[src/rtl/matmul_ctrl.sv]
//==============================================================================
// Module      : matmul_ctrl
// Description : Sequencer and multiply-accumulate datapath for Z = X * Y on
//               square MATRIX_DIM x MATRIX_DIM matrices held in BRAMs with
//               one-cycle read latency. Each Z element takes N+2 cycles:
//               N ACCUM (issue reads), 1 DRAIN (last product), 1 WRITE.
// Revision    : 1.0 - initial release
//==============================================================================
`timescale 1ns/1ps
`default_nettype none

module matmul_ctrl #(
    parameter int DATA_WIDTH = 32,
    parameter int ADDR_WIDTH = 10,
    parameter int MATRIX_DIM = 8
) (
    input  logic                  clock,
    input  logic                  reset,
    input  logic                  start,
    output logic                  done,
    output logic                  busy,
    output logic [ADDR_WIDTH-1:0] x_rd_addr,
    input  logic [DATA_WIDTH-1:0] x_dout,
    output logic [ADDR_WIDTH-1:0] y_rd_addr,
    input  logic [DATA_WIDTH-1:0] y_dout,
    output logic [ADDR_WIDTH-1:0] z_wr_addr,
    output logic                  z_wr_en,
    output logic [DATA_WIDTH-1:0] z_din
);

    // Counter width: enough bits to hold 0..MATRIX_DIM-1.
    localparam int                  c_CW   = (MATRIX_DIM > 1) ? $clog2(MATRIX_DIM) : 1;
    localparam logic [c_CW-1:0]       c_LAST = c_CW'(MATRIX_DIM - 1);
    localparam logic [ADDR_WIDTH-1:0] c_DIM  = ADDR_WIDTH'(MATRIX_DIM);

    typedef enum logic [2:0] {
        S_IDLE  = 3'd0,
        S_ACCUM = 3'd1,
        S_DRAIN = 3'd2,
        S_WRITE = 3'd3,
        S_DONE  = 3'd4
    } state_t;

    state_t                r_state;
    logic [c_CW-1:0]       r_i;
    logic [c_CW-1:0]       r_j;
    logic [c_CW-1:0]       r_k;
    logic [DATA_WIDTH-1:0] r_acc;
    logic                  r_valid;
    logic                  r_done;
    logic                  r_busy;
    logic [ADDR_WIDTH-1:0] r_x_addr;
    logic [ADDR_WIDTH-1:0] r_y_addr;
    logic [ADDR_WIDTH-1:0] r_z_addr;
    logic                  r_z_we;
    logic [DATA_WIDTH-1:0] r_z_din;

    logic [DATA_WIDTH-1:0] w_prod;
    logic [DATA_WIDTH-1:0] w_acc_sum;
    logic [c_CW-1:0]       w_k_next;
    logic [c_CW-1:0]       w_j_next;
    logic [c_CW-1:0]       w_i_next;
    logic                  w_last_elem;

    // Row-major linear address row*N + col.
    function automatic logic [ADDR_WIDTH-1:0] f_addr(input logic [c_CW-1:0] row,
                                                     input logic [c_CW-1:0] col);
        return ADDR_WIDTH'(row) * c_DIM + ADDR_WIDTH'(col);
    endfunction

    // Only the low DATA_WIDTH bits of the product matter: the sum wraps, and
    // those bits are identical for signed and unsigned operands.
    assign w_prod      = x_dout * y_dout;
    assign w_acc_sum   = r_valid ? (r_acc + w_prod) : r_acc;

    // Counter successors with wrap after N-1.
    assign w_k_next    = (r_k == c_LAST) ? '0 : r_k + c_CW'(1);
    assign w_j_next    = (r_j == c_LAST) ? '0 : r_j + c_CW'(1);
    assign w_i_next    = (r_i == c_LAST) ? '0 : r_i + c_CW'(1);
    assign w_last_elem = (r_i == c_LAST) && (r_j == c_LAST);

    // Sequencer, accumulator and registered outputs.
    always_ff @(posedge clock or posedge reset) begin
        if (reset) begin
            r_state  <= S_IDLE;
            r_i      <= '0;
            r_j      <= '0;
            r_k      <= '0;
            r_acc    <= '0;
            r_valid  <= 1'b0;
            r_done   <= 1'b0;
            r_busy   <= 1'b0;
            r_x_addr <= '0;
            r_y_addr <= '0;
            r_z_addr <= '0;
            r_z_we   <= 1'b0;
            r_z_din  <= '0;
        end else begin
            // Write strobe is a single-cycle pulse; accumulate whenever the
            // read issued last cycle has returned.
            r_z_we <= 1'b0;
            r_acc  <= w_acc_sum;

            case (r_state)
                S_IDLE, S_DONE: begin
                    if (start) begin
                        r_state  <= S_ACCUM;
                        r_i      <= '0;
                        r_j      <= '0;
                        r_k      <= '0;
                        r_acc    <= '0;
                        r_valid  <= 1'b0;
                        r_done   <= 1'b0;
                        r_busy   <= 1'b1;
                        r_x_addr <= '0;
                        r_y_addr <= '0;
                    end
                end

                S_ACCUM: begin
                    // The address presented this cycle returns data next cycle.
                    r_valid  <= 1'b1;
                    r_k      <= w_k_next;
                    r_x_addr <= f_addr(r_i, w_k_next);
                    r_y_addr <= f_addr(w_k_next, r_j);
                    if (r_k == c_LAST) begin
                        r_state <= S_DRAIN;
                    end
                end

                S_DRAIN: begin
                    // Last product lands here; capture the complete sum for WRITE.
                    r_valid  <= 1'b0;
                    r_state  <= S_WRITE;
                    r_z_we   <= 1'b1;
                    r_z_din  <= w_acc_sum;
                    r_z_addr <= f_addr(r_i, r_j);
                end

                S_WRITE: begin
                    r_acc <= '0;
                    r_j   <= w_j_next;
                    if (r_j == c_LAST) begin
                        r_i <= w_i_next;
                    end
                    if (w_last_elem) begin
                        r_state  <= S_DONE;
                        r_done   <= 1'b1;
                        r_busy   <= 1'b0;
                        r_x_addr <= '0;
                        r_y_addr <= '0;
                    end else begin
                        r_state  <= S_ACCUM;
                        r_x_addr <= f_addr((r_j == c_LAST) ? w_i_next : r_i, '0);
                        r_y_addr <= f_addr('0, w_j_next);
                    end
                end

                default: begin
                    r_state <= S_IDLE;
                    r_done  <= 1'b0;
                    r_busy  <= 1'b0;
                    r_valid <= 1'b0;
                end
            endcase
        end
    end

    assign done      = r_done;
    assign busy      = r_busy;
    assign x_rd_addr = r_x_addr;
    assign y_rd_addr = r_y_addr;
    assign z_wr_addr = r_z_addr;
    assign z_wr_en   = r_z_we;
    assign z_din     = r_z_din;

endmodule

`default_nettype wire

[config.mk]
export PLATFORM = sky130hd
export DESIGN_NAME = matmul_ctrl
export DESIGN_NICKNAME = d
export VERILOG_FILES = /design/src/rtl/matmul_ctrl.sv
export SDC_FILE = /design/constraint.sdc
export NUM_CORES = 1
export LEC_CHECK = 0
export CORE_ASPECT_RATIO = 0.5
export CORE_UTILIZATION = 35
export DETAILED_ROUTE_END_ITERATION = 8
export GPL_TIMING_DRIVEN = 0
export PLACE_DENSITY = 0.49
export REMOVE_ABC_BUFFERS = 1
export SLEW_MARGIN = 5
export SYNTH_ARGS = -nofsm -noshare
export SYNTH_HDL_FRONTEND = slang
export SYNTH_SLANG_ARGS = --single-unit
export TNS_END_PERCENT = 20
[constraint.sdc]
create_clock -name clock -period 7.53 [get_ports clock]
set_clock_uncertainty 0.1 [all_clocks]
set_input_delay 1.506 -clock clock [delete_from_list [all_inputs] [get_ports clock]]
set_output_delay 1.506 -clock clock [all_outputs]
set_load 0.01 [all_outputs]
==> Flow_metrics.wiki, run 1 <==
{| class="wikitable"
! Metric !! Value
|-
| Area share of the largest cell type after synthesis || 42.4%
|-
| Number of enable flip-flop cells after synthesis || 0
|-
| Die outline height || 174 um
|-
| Total clock buffers created by CTS || 9
|-
| Sum of buffers and inverters on the critical path || 7
|-
| Post-layout min period || 7890 ps
|-
| Worst reg2reg path depth || 25
|-
| Number of distinct library cells after synthesis || 60
|-
| Number of antenna violations at the first check in global routing || 1
|-
| Mean post-synth cell area || 9.26 um2
|-
| Clock slew at reported path FFs || 60 ps
|-
| Kind of start point of the critical path || input pin
|-
| Die Outline Area || 60,100 um2
|-
| Worst slew pin tran || 808 ps
|-
| Initial core utilization || 35.7%
|-
| Endpoint kind of the worst setup timing path || register
|-
| Most prevalent standard cell on the critical path || sky130_fd_sc_hd__fa_1
|-
| Sequential area share after synthesis || 11.5%
|-
| Clock Root Buffer || sky130_fd_sc_hd__clkbuf_16
|-
| Number of global-route vias before repair || 16,100
|-
| Syn-to-layout area delta || 16.5%
|-
| Instance count along the most critical hold path || 2
|-
| Most common cell in the netlist || sky130_fd_sc_hd__inv_1
|-
| Final weighted congestion in routability-driven placement || 0.824
|-
| Synth Register Bits || 95
|-
| Status || complete, but fails checks
|-
| TritonCTS clock tree || done
|-
| Core outline area || 57,900 um2
|-
| Number of antenna-violating nets in the routed design || 0
|-
| Max transition margin || 46.1%
|-
| Dominant cells by area after synthesis || sky130_fd_sc_hd__fa_1 (42%), sky130_fd_sc_hd__dfrtp_1 (12%), sky130_fd_sc_hd__and2_1 (9.7%), sky130_fd_sc_hd__inv_1 (9.0%), sky130_fd_sc_hd__ha_1 (7.9%)
|-
| Area share of xor/xnor cells in the synthesized design || 3.71%
|-
| Pin count of the biggest net entering global routing || 72
|-
| Total of warnings raised by yosys || 0
|-
| Share of cells above drive strength 1 || 9.51%
|-
| Total GRT Usage || 20.1%
|-
| Primary FF master, synth || sky130_fd_sc_hd__dfrtp_1
|-
| Max stage delay on crit path || 570 ps
|-
| Mux share of post-synthesis cell area || 1.16%
|-
| Post-detailed-route wirelength per cell || 19.2 um
|-
| Max clock buf depth || 2
|-
| Fmax || 127 MHz
|-
| Ant. Diodes || 0
|-
| Cts-stage hold buffer count || 0
|-
| Cell count after synthesis || 2,230
|-
| Post-Route Utilization || 41.6%
|-
| Basic-gate share of the synthesized area counting and, or, nand and nor cells || 16.6%
|-
| FILL cells || 5,780
|-
| Combinational family with the most area after synthesis || adder cells
|-
| Later-pin clock latency in the skew report || 350 ps
|-
| Number of vias per cell after detailed routing || 4.79
|-
| Synth cell count leaders || sky130_fd_sc_hd__inv_1 (495), sky130_fd_sc_hd__fa_1 (438), sky130_fd_sc_hd__and2_1 (320), sky130_fd_sc_hd__nand2_1 (274), sky130_fd_sc_hd__ha_1 (130)
|-
| Total vias in the final route || 14,700
|-
| Unrepaired setup endpoints after global routing || true
|-
| Total congestion overflow after global routing || 0
|-
| Total Wirelength || 59,000 um
|-
| Clock sink count || 95
|-
| Arr. time, crit path || 7990 ps
|-
| Wire length of the first global-routing pass || 93,100 um
|-
| Crit path cell chain || buf_16 -> buf_4 -> and2_1 -> fa_1 -> inv_1 -> fa_1 -> fa_1 -> fa_1 -> inv_1 -> fa_1 -> fa_1 -> fa_1 -> inv_1 -> fa_1 -> inv_1 -> ha_2 -> nor2_2 -> a21oi_1 -> a311o_1 -> buf_6 -> a31oi_4 -> xnor2_2 -> mux2i_1 -> o21ai_1
|-
| Worst Slack Setup Final || -356 ps
|-
| HPWL Detailed || 43,900 um
|-
| Post-synthesis compound-gate area fraction || 5.15%
|-
| Number of setup violations in the final report || 23
|-
| Family with the most delay on the worst path || adder cells
|-
| Post-synthesis adder-cell area fraction || 50.3%
|-
| Number of port buffers || 119
|-
| First-pass detailed-route iteration total || 5
|-
| Post-route DRC || 0
|-
| Path length in cells of the critical path || 24
|-
| Combined area of all synthesized cells || 20,700 um2
|-
| Number of violations of the max-capacitance limit || 0
|-
| Post-synthesis async set-or-reset flop share || 100%
|-
| Cell taking the most area after synthesis || sky130_fd_sc_hd__fa_1
|-
| Maximum fanout encountered on the critical timing path || 8
|-
| Start-to-end type of the worst setup path || in -> reg
|-
| Standard-cell row count || 62
|-
| Initial drt markers || 755
|-
| Die width || 346 um
|-
| Critical Path Slowest Stage Cell || sky130_fd_sc_hd__fa_1
|-
| Number of max-slew violations in the final report || 0
|-
| Layout Nets || 2,936
|-
| I/O pins || 132
|-
| Worst min path class || reg -> reg
|-
| Setup TNS Final || -4580 ps
|-
| Final Hold Fails || 0
|-
| Violated checks || negative setup slack
|-
| Count of H-tree levels built during CTS || 3
|-
| Required @ worst endpoint || 7640 ps
|-
| Share of the clock period used by the worst path after layout || 105%
|}
==> through the flow <==
step / hold WS (ps) / worst slack [ps] / instances / cell area (um2)
after floorplan: 375 / -363 / 2119 / 20200
after global placement: 364 / -2660 / 3006 / 22300
after detailed placement: 365 / -2440 / 3010 / 22400
after CTS: 383 / -420 / 3061 / 23600
after global routing: 398 / -580 / 3071 / 24100
final: 375 / -356 / 3071 / 24100
==> logic make-up after synthesis <==
family | count (synthesis)
and+or+nand+nor | 680
buffers and inverters | 619
adders and majority gates | 568
AOI/OAI and AO/OA | 157
DFF | 95
xor gates and xnor gates | 86
muxes | 24
other | 1
==> cell type report <==
cell class                      count  area [um2]  share of cell area, %
Sequential cell                    95        2380                   9.89
Multi-Input combinational cell   1527       16400                   68.3
Clock buffer                       11         233                  0.967
Clock inverter                      2        12.5                 0.0520
Tap cell                          768         961                   3.99
Inverter                          497        1870                   7.76
Timing Repair Buffer              171        2180                   9.06
==> placed cells by master, fill, tap and decap left out, drive strengths merged, types with 3 or more instances in the layout <==
| master | instances |
|---|---|
| a21o | 17 |
| dlygate4sd2 | 4 |
| inv | 495 |
| clkinv | 3 |
| buf | 88 |
| clkdlybuf4s15 | 4 |
| clkbuf | 15 |
| o21ai | 52 |
| o211ai | 3 |
| a21oi | 31 |
| a211o | 3 |
| and3 | 5 |
| and2 | 320 |
| nand2 | 274 |
| dfrtp | 95 |
| bufbuf | 7 |
| fa | 438 |
| conb | 12 |
| nor2 | 51 |
| nor3 | 7 |
| xor2 | 18 |
| ha | 130 |
| clkdlybuf4s50 | 64 |
| o21a | 9 |
| nand2b | 5 |
| mux2i | 24 |
| nor2b | 3 |
| xnor2 | 67 |
| a31oi | 3 |
| nand3 | 7 |
| a22o | 12 |
| a221o | 3 |
==> worst min-delay path: cells and delay by family, from the launching register on <==
kind / cells / cell delay (ps)
flops: 1 / 340
simple gates: 2 / 110
==> registers in the layout, summed over array words and instances, names as in the netlist <==
name	count
busy	1
done	1
r_acc	32
r_i	3
r_j	3
r_k	3
r_state	3
r_valid	1
x_rd_addr	6
y_rd_addr	3
z_din	32
z_wr_addr	6
z_wr_en	1
==> repair_timing <==
item | 4_1_cts | 5_1_grt
cloned | 7 | 2
setup buffers | 31 | 8
pin swaps | 73 | 60
gates resized for setup | 382 | 74
setup endpoints to repair | 44 | 37
==> worst paths after layout <==
check	start	to	slack, ps
max in group asynchronous	reset	r_acc[19]	5150
min in group asynchronous	reset	x_rd_addr[2]	1450
setup / recovery	x_dout[14]	z_din[28]	-360
hold reg to reg	z_wr_addr[4]	z_wr_addr[4]	370
hold / removal	z_wr_addr[4]	z_wr_addr[4]	370
setup reg to reg	r_acc[18]	z_din[28]	650
==> per-layer routing <==
metal | track usage, % | routed length, um | vias to the layer above
met5 | 0 | 0 | -
met4 | 2.64 | 716 | 0
met3 | 3.53 | 2950 | 41
met2 | 33.4 | 27700 | 289
met1 | 28.2 | 27700 | 7742
li1 | - | - | 6642
Power of run 1 is left out: the tool's default activity adds up to more than one toggle a clock period on the data nets, which glitch-free logic cannot reach.
==> run 2, diff against run 1 <==
- CORE_ASPECT_RATIO: 0.5 -> default
- RECOVER_POWER: default -> 100
==> run 2 against run 1 <==
Effect of this change:
- critical endpoint is now z_din[31]
- wire length up 5.3%
- the flow still finishes with violations (negative setup slack)
- utilization about the same
- maximum frequency up 0.88%
- global-route usage up 1.8 points
==> Flow_metrics.wiki, run 2 (synthesis results as in run 1) <==
{| class="wikitable"
! Metric !! Value
|-
| TritonCTS clock tree || done
|-
| Instance count along the most critical hold path || 2
|-
| Required @ worst endpoint || 7700 ps
|-
| Start-to-end type of the worst setup path || in -> reg
|-
| Cts-stage hold buffer count || 0
|-
| Worst R2R End || z_din[31]
|-
| Count of H-tree levels built during CTS || 3
|-
| Final Hold Fails || 0
|-
| Register-to-register path setup slack || 690 ps
|-
| Instance area after placement || 22,500 um2
|-
| HPWL Detailed || 45,100 um
|-
| Die Outline Area || 60,000 um2
|-
| Max clock buf depth || 2
|-
| Die outline height || 245 um
|-
| Endpoint kind of the worst setup timing path || register
|-
| Number of global-route vias before repair || 16,500
|-
| Clock slew at reported path FFs || 70 ps
|-
| Status || complete, but fails checks
|-
| Number of violations of the max-capacitance limit || 0
|-
| Violated checks || negative setup slack
|-
| FILL cells || 5,751
|-
| Commonest cells after routing, fill and taps aside || sky130_fd_sc_hd__inv_1 (481), sky130_fd_sc_hd__fa_1 (429), sky130_fd_sc_hd__and2_1 (294), sky130_fd_sc_hd__nand2_1 (272), sky130_fd_sc_hd__ha_1 (110)
|-
| Total GRT Usage || 21.9%
|-
| Number of setup violations in the final report || 19
|-
| Clock Root Buffer || sky130_fd_sc_hd__clkbuf_16
|-
| Total clock buffers created by CTS || 9
|-
| Initial drt markers || 783
|-
| Initial core utilization || 35.6%
|-
| Later-pin clock latency in the skew report || 360 ps
|-
| First-pass detailed-route iteration total || 5
|-
| Layout Nets || 2,923
|-
| Detailed route wirelength on metal2 || 30,200 um
|-
| Post-route DRC || 0
|-
| Final weighted congestion in routability-driven placement || 0.817
|-
| Clock sink count || 95
|-
| Topmost layer with routed signal wires || met4
|-
| Non-Filler Cell Area, Final || 24,100 um2
|-
| Total congestion overflow after global routing || 0
|-
| Number of antenna-violating nets in the routed design || 0
|-
| Unrepaired setup endpoints after global routing || true
|-
| Post-detailed-route wirelength per cell || 20.3 um
|-
| Share of the clock period used by the worst path after layout || 104%
|-
| Wire length on met3 || 2770 um
|-
| Number of antenna violations at the first check in global routing || 5
|-
| Endpoint of the worst hold-timing path || z_din[15]
|-
| Syn-to-layout area delta || 16.6%
|-
| Max transition margin || 41.6%
|-
| Worst slew pin tran || 873 ps
|-
| Most frequent standard cell in the layout excluding fill and tap cells || sky130_fd_sc_hd__inv_1
|-
| Worst Slack Setup Final || -287 ps
|-
| Share of cells above drive strength 1 || 9.46%
|-
| Kind of start point of the critical path || input pin
|-
| Arr. time, crit path || 7990 ps
|-
| I/O pins || 132
|-
| Worst reg2reg startpoint || r_acc[18]
|-
| Core outline area || 58,000 um2
|-
| Post-layout min period || 7820 ps
|-
| Die width || 245 um
|-
| Number of max-slew violations in the final report || 0
|-
| Worst reg2reg path depth || 24
|-
| Wire length of the first global-routing pass || 98,900 um
|-
| Total vias in the final route || 14,700
|-
| Hold path start || z_din[15]
|-
| Number of vias per cell after detailed routing || 4.81
|-
| Fmax || 128 MHz
|-
| Pin count of the biggest net entering global routing || 72
|-
| Worst min path class || reg -> reg
|-
| Total Wirelength || 62,100 um
|-
| Number of port buffers || 119
|-
| Maximum fanout encountered on the critical timing path || 14
|-
| Sum of routed wire segments on met1 || 28,100 um
|-
| Standard-cell row count || 88
|}
[run 2: stage by stage]
step | cells | hold slack (ps) | worst slack (ps) | setup TNS (ps) | util (%)
final | 3062 | 379 | -287 | -3090 | 41.5
after global routing | 3061 | 403 | -481 | -8040 | 41.5
after CTS | 3055 | 387 | -312 | -3910 | 41.1
after detailed placement | 3011 | 363 | -2510 | -77380 | 38.7
after global placement | 3003 | 367 | -2620 | -88860 | 38.5
after floorplan | 2119 | 375 | -363 | -2010 | -
[run 2: critical path, stage by stage]
cell and delay, ps:
sky130_fd_sc_hd__buf_16 130, sky130_fd_sc_hd__and2_4 170, sky130_fd_sc_hd__fa_1 560, sky130_fd_sc_hd__fa_2 450, sky130_fd_sc_hd__fa_1 520, sky130_fd_sc_hd__inv_1 50, sky130_fd_sc_hd__fa_1 490, sky130_fd_sc_hd__inv_2 40
sky130_fd_sc_hd__fa_1 510, sky130_fd_sc_hd__inv_1 60, sky130_fd_sc_hd__fa_1 490, sky130_fd_sc_hd__inv_1 50, sky130_fd_sc_hd__fa_1 480, sky130_fd_sc_hd__inv_1 50, sky130_fd_sc_hd__fa_1 500, sky130_fd_sc_hd__inv_2 60
sky130_fd_sc_hd__ha_4 270, sky130_fd_sc_hd__a21o_1 150, sky130_fd_sc_hd__a21oi_1 50, sky130_fd_sc_hd__and3_1 190, sky130_fd_sc_hd__a21bo_4 240, sky130_fd_sc_hd__o311ai_4 240, sky130_fd_sc_hd__o211ai_1 200, sky130_fd_sc_hd__xnor2_1 170
sky130_fd_sc_hd__and2_4 180, sky130_fd_sc_hd__o31ai_4 160
[run 2: final cells by class]
cell class | count | area, um2 | area share (%)
multi-input combinational | 1527 | 16400 | 68.1
sequential | 95 | 2380 | 9.87
timing repair buffer | 158 | 2160 | 8.98
inverter | 497 | 1870 | 7.75
tap | 765 | 957 | 3.97
clock buffer | 11 | 253 | 1.05
clock inverter | 5 | 46.3 | 0.192
antenna | 4 | 10.0 | 0.0415
[run 2: what timing repair did]
action                                  in CTS  in global routing
endpoints found under the setup margin      44                 36
resized for setup                          377                 47
cloned                                      11                  2
pin swaps                                   77                 26
buffers inserted                            17                  1
[run 2: worst max path at each step]
stage | slack, ps | from | end
finish | -290 | y_dout[5] | z_din[31]
global route | -480 | x_dout[14] | z_din[31]
CTS | -310 | y_dout[3] | z_din[31]
detailed placement | -2510 | y_dout[5] | z_din[31]
global placement | -2620 | y_dout[0] | z_din[31]
floorplan | -360 | y_dout[0] | z_din[31]
[run 2: layer usage]
metal  global-route usage (%)  vias to the layer above
met3                     2.58                       54
met4                     3.77                        0
met2                     37.1                      297
li1                         -                     6628
met5                        0                        -
met1                     30.2                     7739
Power of run 2 is left out for the same reason.
==> run 3, diff against run 2 <==
- CAP_MARGIN: default -> 20
==> run 3 against run 2 <==
Effect of this change:
- the flow finishes with violations (max-capacitance violations, max-slew violations, negative setup slack)
- cell area is 1.1% lower
- hold slack worse by 4.2 ps
- cell count hardly changed
- maximum frequency is 1.9% lower
- highest routed layer unchanged
- via count is 0.26% lower
- sequential share of layout area is 0.11 points higher
- largest cell class unchanged
- count of clock-buffer cells in the layout is 1 higher
- wire length is 3.4% lower
- first-iteration DRC count is 24% lower
- critical path type unchanged
- non-clock buffer count is 6 higher
==> Flow_metrics.wiki, run 3 (synthesis results as in run 1) <==
{| class="wikitable"
! Metric !! Value
|-
| First-pass detailed-route iteration total || 5
|-
| Setup TNS Final || -5690 ps
|-
| Endpoint kind of the worst setup timing path || register
|-
| Hold slack final || 375 ps
|-
| Syn-to-layout area delta || 15.4%
|-
| TritonCTS clock tree || done
|-
| Maximum fanout encountered on the critical timing path || 24
|-
| Final Hold Fails || 0
|-
| Layout Nets || 2,929
|-
| Critical Path Slowest Stage Cell || sky130_fd_sc_hd__fa_1
|-
| Total clock buffers created by CTS || 9
|-
| Clock Root Buffer || sky130_fd_sc_hd__clkbuf_16
|-
| Number of violations of the max-capacitance limit || 3
|-
| Worst Slack Setup Final || -440 ps
|-
| Pin count of the biggest net entering global routing || 49
|-
| Initial drt markers || 593
|-
| Most frequent standard cell in the layout excluding fill and tap cells || sky130_fd_sc_hd__inv_1
|-
| Total GRT Usage || 21.3%
|-
| Core outline area || 58,000 um2
|-
| Initial core utilization || 35.6%
|-
| Inst Count DP || 3,018
|-
| Number of antenna violations at the first check in global routing || 1
|-
| Most prevalent standard cell on the critical path || sky130_fd_sc_hd__fa_1
|-
| Worst min path class || reg -> reg
|-
| Crit path cell chain || buf_8 -> and2_0 -> fa_1 -> fa_1 -> fa_1 -> inv_1 -> fa_1 -> inv_1 -> ha_1 -> ha_4 -> fa_1 -> inv_1 -> fa_1 -> inv_1 -> ha_1 -> a21o_1 -> or3_4 -> o2111ai_1 -> a21bo_4 -> o21ai_2 -> a21o_1 -> a2111oi_4 -> a41oi_2 -> a31oi_1
|-
| Number of max-slew violations in the final report || 131
|-
| Number of global-route vias before repair || 16,700
|-
| Number of antenna-violating nets in the routed design || 0
|-
| Clock sink count || 95
|-
| HPWL Detailed || 46,300 um
|-
| Share of the clock period used by the worst path after layout || 106%
|-
| Post-layout min period || 7970 ps
|-
| Arr. time, crit path || 8110 ps
|-
| Standard-cell row count || 88
|-
| Post-Route Utilization || 41.1%
|-
| Count of H-tree levels built during CTS || 3
|-
| Met3 track demand over resource in global routing || 2.24%
|-
| Final non-filler cell total || 3,064
|-
| Sum of buffers and inverters on the critical path || 5
|-
| Max stage delay on crit path || 580 ps
|-
| Multi-input gate area || 16,400 um2
|-
| Worst slew pin tran || 2790 ps
|-
| Total vias in the final route || 14,700
|-
| Die Outline Area || 60,000 um2
|-
| Wire length of the first global-routing pass || 97,300 um
|-
| Total Wirelength || 60,000 um
|-
| Routing layer with the top usage in global route || met2
|-
| Kind of start point of the critical path || input pin
|-
| Die width || 245 um
|-
| Total congestion overflow after global routing || 0
|-
| Max clock buf depth || 2
|-
| Later-pin clock latency in the skew report || 350 ps
|-
| M1 GR Usage || 29.2%
|-
| Number of setup violations in the final report || 27
|-
| Required @ worst endpoint || 7670 ps
|-
| Post-detailed-route wirelength per cell || 19.6 um
|-
| Number of port buffers || 119
|-
| Max transition margin || -86.2%
|-
| Final weighted congestion in routability-driven placement || 0.817
|-
| Family with the most delay on the worst path || adder cells
|-
| Violated checks || max-capacitance violations, max-slew violations, negative setup slack
|-
| Commonest cells after routing, fill and taps aside || sky130_fd_sc_hd__inv_1 (482), sky130_fd_sc_hd__fa_1 (424), sky130_fd_sc_hd__and2_1 (299), sky130_fd_sc_hd__nand2_1 (272), sky130_fd_sc_hd__ha_1 (112)
|-
| Die outline height || 245 um
|-
| Fmax || 125 MHz
|-
| Start-to-end type of the worst setup path || in -> reg
|-
| Total area of sequential cells || 2380 um2
|-
| Post-route DRC || 0
|-
| FILL cells || 5,836
|-
| Clock slew at reported path FFs || 70 ps
|-
| Share of cells above drive strength 1 || 8.96%
|-
| Unrepaired setup endpoints after global routing || true
|-
| Status || complete, but fails checks
|-
| Number of vias per cell after detailed routing || 4.79
|-
| Global routing usage on met2 || 36.7%
|-
| I/O pins || 132
|-
| Cts-stage hold buffer count || 0
|}
[run 3: changes by cell type in the layout (fill, tap and decap cells not counted), moves of 6 or more]
cell,change
sky130_fd_sc_hd__bufbuf_16,-6
sky130_fd_sc_hd__buf_16,-6
sky130_fd_sc_hd__dlygate4sd3_1,+55
sky130_fd_sc_hd__buf_2,+7
sky130_fd_sc_hd__and2_4,-7
sky130_fd_sc_hd__clkdlybuf4s50_1,-55
[run 3: routing by layer]
metal / share of wire [%] / wire length (um)
met1: 45 / 27000
met3: 3.6 / 2170
met5: 0 / 0
met2: 50 / 29900
met4: 1.6 / 963
[run 3: worst paths after layout]
path / from / endpoint / slack [ps] / cells after the start
max: x_dout[8] / r_acc[27] / -440 / 24
min: z_din[15] / z_din[15] / 370 / 2
max reg2reg: r_acc[10] / r_acc[27] / 650 / 22
min reg2reg: z_din[15] / z_din[15] / 370 / 2
max in group asynchronous: reset / r_acc[21] / 1910 / 3
min in group asynchronous: reset / r_k[2] / 2070 / 2
[run 3: timing repair]
item                                    in CTS  in global routing
endpoints found under the setup margin      42                 32
cloned                                       3                  0
setup buffers                               24                  3
resized for setup                          342                 52
pin swaps                                   65                 39
[run 3: worst reg2reg max path: cells and delay by family (launching register included)]
family	cells	cell delay, ps
AOI/OAI and AO/OA	8	1800
adders and majority gates	9	3900
buffers and inverters	4	190
DFF	1	440
and+or+nand+nor	1	330
[run 3: layout make-up]
cell class,count,share of cell area (%)
multi-input combinational,1527,68.8
sequential,95,9.98
antenna,1,0.0105
clock buffer,12,0.992
inverter,497,7.84
timing repair buffer,164,8.12
tap,765,4.01
clock inverter,3,0.289
[run 3: metrics by stage]
| stage | cell area, um2 | worst slack (ps) |
|---|---|---|
| after floorplan | 20200 | -363 |
| after detailed placement | 22600 | -2160 |
| after global placement | 22300 | -2620 |
| after CTS | 23700 | -402 |
| after global routing | 23800 | -586 |
| final | 23800 | -440 |
Power of run 3 is left out for the same reason.
